--- src/rtl/regfile_wb_arbiter.sv ---
// ============================================================================
// Module   : regfile_wb_arbiter
// Brief    : Shares the register-file write port between ALU and load writeback;
//            partial loads merge via read-modify-write. Option: WB_FORWARD_EN.
// Revision : 1.0 - initial release
// ============================================================================
`default_nettype none

module regfile_wb_arbiter #(
    parameter int DATA_W    = 32,
    parameter int ADDR_W    = 5,
    parameter int LOAD_PRIO = 0
) (
    input  logic                clk,
    input  logic                reset,
    input  logic                alu_valid,
    output logic                alu_ready,
    input  logic [ADDR_W-1:0]   alu_reg,
    input  logic [DATA_W-1:0]   alu_data,
    input  logic                ld_valid,
    output logic                ld_ready,
    input  logic [ADDR_W-1:0]   ld_reg,
    input  logic [DATA_W-1:0]   ld_data,
    input  logic [DATA_W/8-1:0] ld_byte_en,
    output logic [ADDR_W-1:0]   rf_read_reg,
    input  logic [DATA_W-1:0]   rf_read_data,
    output logic [1:0]          rf_write_en,
    output logic [ADDR_W-1:0]   rf_write_reg,
    output logic [DATA_W-1:0]   rf_write_data
`ifdef WB_FORWARD_EN
    ,
    output logic                fwd_valid,
    output logic [ADDR_W-1:0]   fwd_reg,
    output logic [DATA_W-1:0]   fwd_data
`endif
);

    localparam int LANES = DATA_W / 8;

    typedef enum logic [1:0] {
        IDLE     = 2'd0,
        MERGE_RD = 2'd1,
        MERGE_WR = 2'd2
    } state_t;

    state_t state, state_nxt;

    logic              rr_ptr;      // 0 = ALU next, 1 = load next
    logic              idle;
    logic              both_valid;
    logic              ld_wins;
    logic              alu_grant;
    logic              ld_grant;
    logic              ld_full_wr;
    logic              ld_merge;

    logic [ADDR_W-1:0] lat_reg;
    logic [DATA_W-1:0] lat_data;
    logic [LANES-1:0]  lat_mask;

    logic              wr_en;
    logic [ADDR_W-1:0] wr_reg;
    logic [DATA_W-1:0] wr_data;

    logic [DATA_W-1:0] base_word;
    logic [DATA_W-1:0] merged;

    assign idle       = (state == IDLE);
    assign both_valid = alu_valid & ld_valid;
    assign ld_wins    = ld_valid & (~alu_valid | (LOAD_PRIO != 0) | rr_ptr);
    assign alu_grant  = idle & ~reset & alu_valid & ~ld_wins;
    assign ld_grant   = idle & ~reset & ld_wins;

    assign alu_ready  = alu_grant;
    assign ld_ready   = ld_grant;

    // Register 0 and empty masks are consumed without touching the register file
    assign ld_full_wr = ld_grant & (ld_reg != '0) & (&ld_byte_en);
    assign ld_merge   = ld_grant & (ld_reg != '0) & (|ld_byte_en) & ~(&ld_byte_en);

    // Bypass an in-flight write to the same register during the merge read
    assign base_word  = (wr_en && (wr_reg == lat_reg)) ? wr_data : rf_read_data;

    for (genvar i = 0; i < LANES; i++) begin : g_lane
        assign merged[8*i +: 8] = lat_mask[i] ? lat_data[8*i +: 8] : base_word[8*i +: 8];
    end

    always_ff @(posedge clk or posedge reset) begin
        if (reset) begin
            state <= IDLE;
        end else begin
            state <= state_nxt;
        end
    end

    always_comb begin
        state_nxt   = state;
        rf_read_reg = '0;
        case (state)
            IDLE: begin
                if (ld_merge) begin
                    state_nxt = MERGE_RD;
                end
            end
            MERGE_RD: begin
                rf_read_reg = lat_reg;
                state_nxt   = MERGE_WR;
            end
            MERGE_WR: begin
                state_nxt = IDLE;
            end
            default: begin
                state_nxt = IDLE;
            end
        endcase
    end

    always_ff @(posedge clk or posedge reset) begin
        if (reset) begin
            rr_ptr   <= 1'b0;
            wr_en    <= 1'b0;
            wr_reg   <= '0;
            wr_data  <= '0;
            lat_reg  <= '0;
            lat_data <= '0;
            lat_mask <= '0;
        end else begin
            wr_en <= 1'b0;
            if (idle && both_valid) begin
                rr_ptr <= ~rr_ptr;
            end
            if (alu_grant && (alu_reg != '0)) begin
                wr_en   <= 1'b1;
                wr_reg  <= alu_reg;
                wr_data <= alu_data;
            end
            if (ld_full_wr) begin
                wr_en   <= 1'b1;
                wr_reg  <= ld_reg;
                wr_data <= ld_data;
            end
            if (ld_merge) begin
                lat_reg  <= ld_reg;
                lat_data <= ld_data;
                lat_mask <= ld_byte_en;
            end
            if (state == MERGE_RD) begin
                wr_en   <= 1'b1;
                wr_reg  <= lat_reg;
                wr_data <= merged;
            end
        end
    end

    assign rf_write_en   = {2{wr_en}};
    assign rf_write_reg  = wr_reg;
    assign rf_write_data = wr_data;

`ifdef WB_FORWARD_EN
    assign fwd_valid = wr_en;
    assign fwd_reg   = wr_reg;
    assign fwd_data  = wr_data;
`endif

endmodule

`default_nettype wire

--- config.mk ---
export PLATFORM = sky130hd
export DESIGN_NAME = regfile_wb_arbiter
export DESIGN_NICKNAME = d
export VERILOG_FILES = /design/src/rtl/regfile_wb_arbiter.sv
export SDC_FILE = /design/constraint.sdc
export NUM_CORES = 1
export LEC_CHECK = 0
export BUFFER_PORTS_ARGS = -buffer_cell sky130_fd_sc_hd__buf_2
export CORE_MARGIN = 1
export CORE_UTILIZATION = 45
export DETAILED_ROUTE_END_ITERATION = 16
export PLACE_DENSITY = 0.75
export SYNTH_ARGS = -nofsm -noshare
export SYNTH_HDL_FRONTEND = slang
export SYNTH_SLANG_ARGS = --single-unit
--- constraint.sdc ---
create_clock -name clk -period 3.4 [get_ports clk]
set_input_delay 0.68 -clock clk [delete_from_list [all_inputs] [get_ports clk]]
set_output_delay 0.68 -clock clk [all_outputs]
set_load 0.02 [all_outputs]
==> results of run 1 <==
per-stage QoR:
step	total power [W]	hold slack, ns
after floorplan	0.00303	0.454
after global placement	0.00352	0.466
after detailed placement	0.00360	0.473
after CTS	0.00437	0.489
after global routing	0.00459	0.509
final	0.00433	0.489
layer usage:
metal	track usage, %	wire, um	up-vias
met5	0	0	-
met4	7.14	181	0
met3	2.92	480	16
met2	36.5	5440	103
met1	28.0	4880	1668
li1	-	-	1617
worst register-to-register path: stages (launching register included):
cell and delay (ns):
dfrtp_1 0.43, nor3_2 0.20, and3_1 0.31, nand3_4 0.45, buf_4 0.39, mux2_1 0.33, mux2_4 0.26
synthesized netlist by cell type (2+ instances only):
library cell / n / area share [%]
buf_6: 5 / 1.2
nand2b_1: 2 / 0.27
and2_1: 5 / 0.69
nand2_1: 37 / 3.0
xor2_1: 5 / 0.96
nor2_1: 2 / 0.16
buf_2: 7 / 0.77
a21oi_1: 2 / 0.22
o22a_1: 4 / 0.77
o22ai_4: 4 / 1.8
o21ai_1: 5 / 0.55
mux2_1: 66 / 16
o21ai_0: 32 / 3.5
a31oi_1: 5 / 0.69
and3_1: 3 / 0.41
mux2_4: 32 / 11
buf_4: 3 / 0.49
dfrtp_1: 82 / 45
nor3_1: 3 / 0.33
clkbuf_1: 8 / 0.66
mux2_2: 3 / 0.74
mux2i_1: 37 / 8.1
kinds of logic after synthesis:
kind of cell | count (synthesis)
flip-flops | 82
AO/OA/AOI/OAI | 53
buffers and inverters | 25
XOR/XNOR | 6
multiplexers | 138
AND/OR/NAND/NOR | 60
power by group through the flow:
stage          clock (W)  sequential [W]  combinational, W
2_1_floorplan          0         0.00194           0.00109
3_3_place_gp           0         0.00182           0.00170
3_5_place_dp           0         0.00184           0.00176
4_1_cts         0.000780         0.00183           0.00176
5_1_grt         0.000820         0.00189           0.00188
6_report        0.000763         0.00183           0.00174
final timing paths:
kind / from / to / cells past startpoint
setup / recovery: state[0]$_DFFE_PP0P_ / rf_write_data[15]$_DFFE_PP0P_ / 6
hold / removal: lat_data[9]$_DFFE_PP0P_ / lat_data[9]$_DFFE_PP0P_ / 1
setup reg to reg: state[0]$_DFFE_PP0P_ / rf_write_data[15]$_DFFE_PP0P_ / 6
hold reg to reg: lat_data[9]$_DFFE_PP0P_ / lat_data[9]$_DFFE_PP0P_ / 1
max in group asynchronous: reset / rf_write_data[18]$_DFFE_PP0P_ / 3
min in group asynchronous: reset / lat_reg[4]$_DFFE_PP0P_ / 2
cell type report:
class	instances	share of cell area (%)
Tap cell	133	2.94
Sequential cell	82	36.3
Inverter	2	0.155
Clock inverter	4	1.35
Multi-Input combinational cell	257	41.8
Clock buffer	12	2.39
Timing Repair Buffer	163	15.1
==> flow_summary.ini, run 1 <==
[power_and_ir_drop]
combPwrFrac_pct = 40.1
p_clk_share_pct = 17.6
switching_share_pct = 36.6
p_leak_nw = 2.93
internal_power_w = 0.00275
seqPwrFrac_pct = 42.3
power_density_nw_per_um2 = 766
max-vdd-ir-drop_mv = 0.412
power_switching_w = 0.00158

[yosys]
synthesis.nets = 478
synth-edff-count = 0
synth-adder-area-share_pct = 0
synth.mux.area_fraction_pct = 35.7
synth_area_um2 = 4560
synth_top_family_by_area = multiplexers
yosysWarnings = 0
synth_cells = 364
synthSimpleGateAreaFrac_pct = 7.16
synth-seq-cells = 82
synth-main-ff-cell = dfrtp_1
ys_seq_area_share_pct = 45.0
synthDistinctLibCells = 34
synth-async-reset-ratio_pct = 100
synthXorXnorAreaFrac_pct = 1.15
syn_avg_cell_area_um2 = 12.5
synth_compound_area_share_pct = 7.66

[timing]
fin_setup_tns_ns = 0
timing.final.crit_share_pct = 72.9
finClkSkew_ns = 0.0193
maxSlewHeadroom_pct = 41.8
fin_crit_ns = 2.48
final-hold-violation-count = 0
drv_slew = 0
rsz0062_at_grt = no
setup_ws_ns = 0.923
fmax_mhz = 404
tightest_slew_ns = 0.872
setup_viol = 0

[floorplanning]
die_h_um = 103
io_pins = 160
core_um2 = 9770
fp-row-count = 36
start_util_pct = 46.6
die_width_um = 103
dieArea_um2 = 10500

[route]
ant_nets = 0
vias = 3404
wl_mm = 11.0
wl_per_cell_um = 16.8
viasPerCell = 5.21
drt_iter0_drc = 79
drc = 0
drtPass1Iterations = 4

[layout]
final_cells = 653
fillers = 828
area_growth_syn_to_layout_pct = 24.0
multiInputGateArea_um2 = 2360
final_core_util_pct = 57.8
mostFrequentLayoutCells = buf_2 (159), dfrtp_1 (82), mux2_1 (66)
diodes = 0
layout_commonest_cell = buf_2
regArea_um2 = 2050
final_area_um2 = 5650
nets = 629
drive_gt1_share_pct = 43.1

[cts]
cts_hold_buf = 0
root_buffer = clkbuf_8
cts_made_buffers = 9
clkLatencyLatePin_ns = 0.34
cts.path.max_buffers = 2
post_cts_resized = 0
clkTransAtPathRegs_ns = 0.08
cts_tree = done
htreeDepth = 3
postCtsSetupBuffers = 0
cts.sinks = 82

[global_routing]
antenna_found_initial = 0
globalRouteTotalUtil_pct = 21.4
grt_pass1_wl_mm = 17.1
grt_max_degree = 65
grt_pass1_vias = 3395
grt_overflow = 0

[worst_setup_path]
cp.required_ns = 3.61
crit_chain = nor3_2 > and3_1 > nand3_4 > buf_4 > mux2_1 > mux2_4
path_delay_family = simple AND/OR/NAND/NOR gates
slowest_stage = nand3_4
critPathKind = flop to flop
r2r_slack_ns = 0.92
cp.arrival_ns = 2.69
worstPathMaxFanout = 33
startpoint_type = flop
cp_num_buf_inv = 1
cpPeakStageDelay_ns = 0.45
end_kind = flop

[placement]
gp_congestion = 0.822
pre_cts_slack_ns = 0.594
place_area_um2 = 5440
portBuffers = 159
dpl.cell_count = 637
dpl.hpwl_mm = 7.88

[flow_run]
maxCapViolations = 0

[worst_hold_path]
hold_class = flop to flop

[run_status]
status = finished clean
Note: power is estimated with default switching activity, not from simulation.
==> inputs of run 2 (changes only) <==
Settings changed: ABC_AREA set to 1.
Clock period 3.4 ns to 2.56 ns, I/O delays scaled along.
==> run 2 against run 1 <==
Compared with the run above:
- combinational power grew 15%
- power up 20%
- clock power rose by 27%
- cell count up 50%
- core utilization is 0.49 points lower
- largest power group unchanged
- highest routed layer unchanged
==> flow_summary.ini, run 2 <==
[yosys]
synth_common_cells = nand2_1 (223), inv_1 (122), dfrtp_1 (82)
synth-main-ff-cell = dfrtp_1
yosysWarnings = 0
ys_seq_area_share_pct = 43.1
syn_avg_cell_area_um2 = 6.87
synth.top_cell.area_share_pct = 43.1
synth-async-reset-ratio_pct = 100
synth-seq-cells = 82
synth.most_common_cell = nand2_1
synth_top_area_cell = dfrtp_1
synth-edff-count = 0
synth_area_um2 = 4760
synthTopCellsByArea = dfrtp_1 (43%), nand2_1 (18%), inv_1 (9.6%)
synthesis.nets = 808
synthDistinctLibCells = 25
synth_cells = 694

[global_routing]
globalRouteTotalUtil_pct = 24.0
antenna_found_initial = 1
grt_pass1_vias = 4553
grt_overflow = 0
grt_max_degree = 51
grt_pass1_wl_mm = 21.2

[worst_setup_path]
critPathKind = flop to primary output
cp.arrival_ns = 1.84
cp.required_ns = 2.05
worstPathMaxFanout = 44
end_kind = primary output
startpoint_type = flop

[timing]
drv_slew = 0
setup_viol = 0
tightest_slew_ns = 0.878
maxSlewHeadroom_pct = 41.4
rsz0062_at_grt = no
fmax_mhz = 426
whs_ns = 0.280
timing.final.crit_share_pct = 91.8
fin_crit_ns = 2.35
finClkSkew_ns = 0.0162
final-hold-violation-count = 0
fin_setup_tns_ns = 0

[cts]
htreeDepth = 3
cts_made_buffers = 9
cts_tree = done
clkTransAtPathRegs_ns = 0.09
clkLatencyLatePin_ns = 0.36
postCtsSetupBuffers = 0
root_buffer = clkbuf_8
post_cts_resized = 0
cts_hold_buf = 0
cts.path.max_buffers = 2
cts.sinks = 82

[worst_hold_path]
hold_class = input port to async pin

[layout]
final_cells = 979
fillers = 1032
mostFrequentLayoutCells = nand2_1 (222), buf_2 (159), inv_1 (121)
drive_gt1_share_pct = 24.6
nets = 951
layout_commonest_cell = nand2_1
area_growth_syn_to_layout_pct = 23.7

[route]
ant_nets = 0
drt_iter0_drc = 278
viasPerCell = 4.88
drtPass1Iterations = 4
vias = 4775
wl_per_cell_um = 12.7
drc = 0
wl_mm = 12.5

[floorplanning]
die_h_um = 105
core_um2 = 10300
fp-row-count = 37
start_util_pct = 46.4
die_width_um = 105
io_pins = 160
dieArea_um2 = 11000

[power_and_ir_drop]
p_leak_nw = 3.45
max-vdd-ir-drop_mv = 0.439
power_density_nw_per_um2 = 881
power.total_w = 0.00519

[run_status]
status = finished clean

[flow_run]
maxCapViolations = 0

[placement]
portBuffers = 159
dpl.hpwl_mm = 9.15
dpl.cell_count = 962
gp_congestion = 0.809
-- run 2: cell families (layout without fill, tap and decap cells) --
kind of cell    Yosys count  in the layout  synth area share [%]
other cells               0              1                     0
flops                    82             82                  43.1
xor+xnor                  3              3                 0.552
compound gates          111            111                  12.0
buf+inv                 167            315                  14.3
simple gates            331            331                  30.1
-- run 2: area by class of cell --
| type | count | area, um2 | share of cell area (%) |
|---|---|---|---|
| timing repair buffer | 172 | 906 | 15.4 |
| tap | 136 | 170 | 2.89 |
| multi-input combinational | 445 | 2080 | 35.3 |
| sequential | 82 | 2050 | 34.8 |
| clock inverter | 7 | 77.6 | 1.32 |
| clock buffer | 9 | 124 | 2.10 |
| antenna | 1 | 2.50 | 0.0425 |
| inverter | 127 | 480 | 8.15 |
-- run 2: path summary, 6_finish.rpt --
kind,start,endpoint,slack [ns],cells past startpoint
max,state[1]$_DFFE_PP0P_,rf_read_reg[3],0.21,3
min,reset,rf_write_data[6]$_DFFE_PP0P_,0.28,3
max reg2reg,state[0]$_DFFE_PP0P_,lat_data[8]$_DFFE_PP0P_,0.58,9
min reg2reg,rf_write_data[21]$_DFFE_PP0P_,rf_write_data[21]$_DFFE_PP0P_,0.48,2
max in group asynchronous,reset,lat_data[6]$_DFFE_PP0P_,1.25,4
min in group clk,ld_data[25],lat_data[25]$_DFFE_PP0P_,0.38,3
-- run 2: through the flow --
stage                     utilization [%]  cell area (um2)  setup slack (ns)
after floorplan                         -             4830            -0.186
after global placement               55.4             5690             0.476
after detailed placement             55.4             5690             0.395
after CTS                            57.3             5890             0.175
after global routing                 57.3             5890            0.0655
final                                57.3             5890             0.210
-- run 2: per-layer routing --
layer	GRT usage (%)	share of wire (%)	up-vias
met4	5.94	1.2	0
met2	40.2	47	137
met1	31.1	46	2166
met5	0	0	-
li1	-	-	2459
met3	5.68	6.0	13
-- run 2: power breakdown --
group	total (W)	switching, W	leakage [nW]	internal (W)
sequential	0.00223	0.000369	1.02	0.00186
clock	0.000969	0.000509	0.100	0.000460
combinational	0.00200	0.00129	2.33	0.000705
total	0.00519	0.00217	3.45	0.00302
-- run 2: worst max-delay path, cell delays in order, from the launching register on --
cell and delay (ns):
dfrtp_1 0.39, or2_2 0.62, nor2_1 0.27, buf_2 0.20
==> inputs of run 3 (changes only) <==
Settings changed: CORE_UTILIZATION 45 to 51, PLACE_DENSITY 0.75 to 0.83.
==> run 3 against run 2 <==
Compared with the run above:
- highest routed layer unchanged
- die area shrank 12%
- routed wire length down 0.35%
- flip-flop and latch count is the same
- clock skew shrank 0.0014 ns
- clock-buffer cell count rose by 2
- combinational power is essentially flat
- fmax increased by 3.7%
- critical path type unchanged
==> flow_summary.ini, run 3 (synthesis results as in run 2) <==
[run_status]
status = finished clean

[floorplanning]
die_width_um = 98.7
fp-row-count = 34
die_h_um = 98.7
dieArea_um2 = 9730
core_um2 = 8890
start_util_pct = 53.6
io_pins = 160

[layout]
area_growth_syn_to_layout_pct = 22.3
final_core_util_pct = 65.6
layout_commonest_cell = nand2_1
mostFrequentLayoutCells = nand2_1 (222), buf_2 (159), inv_1 (121)
final_cells = 947
nets = 948
diodes = 0
drive_gt1_share_pct = 24.3
final_area_um2 = 5830

[route]
viasPerCell = 5.20
vias = 4924
drtPass1Iterations = 5
wl_mm = 12.4
drc = 0
wl_per_cell_um = 13.1
ant_nets = 0
drt_iter0_drc = 253

[placement]
dpl.hpwl_mm = 9.08
place_area_um2 = 5620
gp_congestion = 0.883
dpl.cell_count = 931
portBuffers = 159

[power_and_ir_drop]
power.total_w = 0.00521
p_leak_nw = 3.43
internal_power_w = 0.00304
p_clk_share_pct = 18.6
seqPwrFrac_pct = 43.1
combPwrFrac_pct = 38.3
max-vdd-ir-drop_mv = 0.440
power_density_nw_per_um2 = 894
power_switching_w = 0.00217
switching_share_pct = 41.7

[cts]
cts.sinks = 82
postCtsSetupBuffers = 0
clkTransAtPathRegs_ns = 0.09
cts_hold_buf = 0
post_cts_resized = 0
htreeDepth = 3
root_buffer = clkbuf_8
cts.path.max_buffers = 2
cts_tree = done
cts_made_buffers = 9
clkLatencyLatePin_ns = 0.36

[global_routing]
grt_overflow = 0
antenna_found_initial = 1
grt_pass1_wl_mm = 21.1
grt_pass1_vias = 4733
grt_max_degree = 83
globalRouteTotalUtil_pct = 27.1

[timing]
fin_crit_ns = 2.26
drv_slew = 0
rsz0062_at_grt = no
finClkSkew_ns = 0.0148
timing.final.crit_share_pct = 88.5
setup_viol = 0
maxSlewHeadroom_pct = 31.2
tightest_slew_ns = 1.03
final-hold-violation-count = 0
fin_setup_tns_ns = 0
fmax_mhz = 442

[worst_setup_path]
cp_num_buf_inv = 1
critPathKind = flop to primary output
crit_chain = or2_2 > nor2_1 > buf_2
path_delay_family = simple AND/OR/NAND/NOR gates
r2r_slack_ns = 0.59
slowest_stage = or2_2
cp.required_ns = 2.05
cp.arrival_ns = 1.75
worstPathMaxFanout = 35
cpPeakStageDelay_ns = 0.57
end_kind = primary output
startpoint_type = flop

[worst_hold_path]
hold_class = input port to flop

[flow_run]
maxCapViolations = 0
run 3: stage by stage:
stage,worst slack [ns],hold slack [ns]
after floorplan,-0.186,0.486
after detailed placement,0.506,0.460
after global placement,0.578,0.456
final,0.295,0.382
after global routing,0.194,0.384
after CTS,0.283,0.370
run 3: layout make-up:
| type | instances | area, um2 |
|---|---|---|
| clock buffer | 11 | 141 |
| clock inverter | 5 | 63.8 |
| fill | 803 | 3060 |
| inverter | 127 | 480 |
| multi-input combinational | 445 | 2090 |
| sequential | 82 | 2050 |
| tap | 108 | 135 |
| timing repair buffer | 169 | 871 |
run 3: worst reg2reg max path, cell delays in order, from the launching register on:
cell and delay (ns):
dfrtp_1 0.39, inv_1 0.05, or2_2 0.56, buf_4 0.48, inv_1 0.11, o211ai_1 0.10, nand2_1 0.07, nand2_1 0.06
nand2_1 0.05
run 3: path summary, 6_finish.rpt:
check	start	endpoint	cells past startpoint
setup / recovery	state[1]$_DFFE_PP0P_	rf_read_reg[3]	3
hold / removal	ld_data[17]	lat_data[17]$_DFFE_PP0P_	3
setup reg to reg	state[0]$_DFFE_PP0P_	rf_write_data[16]$_DFFE_PP0P_	8
hold reg to reg	rf_write_data[23]$_DFFE_PP0P_	rf_write_data[23]$_DFFE_PP0P_	2
max in group asynchronous	reset	lat_data[31]$_DFFE_PP0P_	3
min in group asynchronous	reset	rf_write_data[7]$_DFFE_PP0P_	3
run 3: routing by layer:
metal	track usage, %	up-vias	routed length [um]
met5	0	-	0
met4	8.96	0	194
met3	6.31	20	962
met2	44.6	189	5720
met1	35.5	2264	5540
li1	-	2451	-
run 3: power by group through the flow:
stage	clock (W)	combinational (W)	sequential (W)
floorplan	0	0.00115	0.00245
global placement	0	0.00196	0.00222
detailed placement	0	0.00200	0.00225
CTS	0.000994	0.00201	0.00224
global route	0.00105	0.00224	0.00231
finish	0.000969	0.00200	0.00224
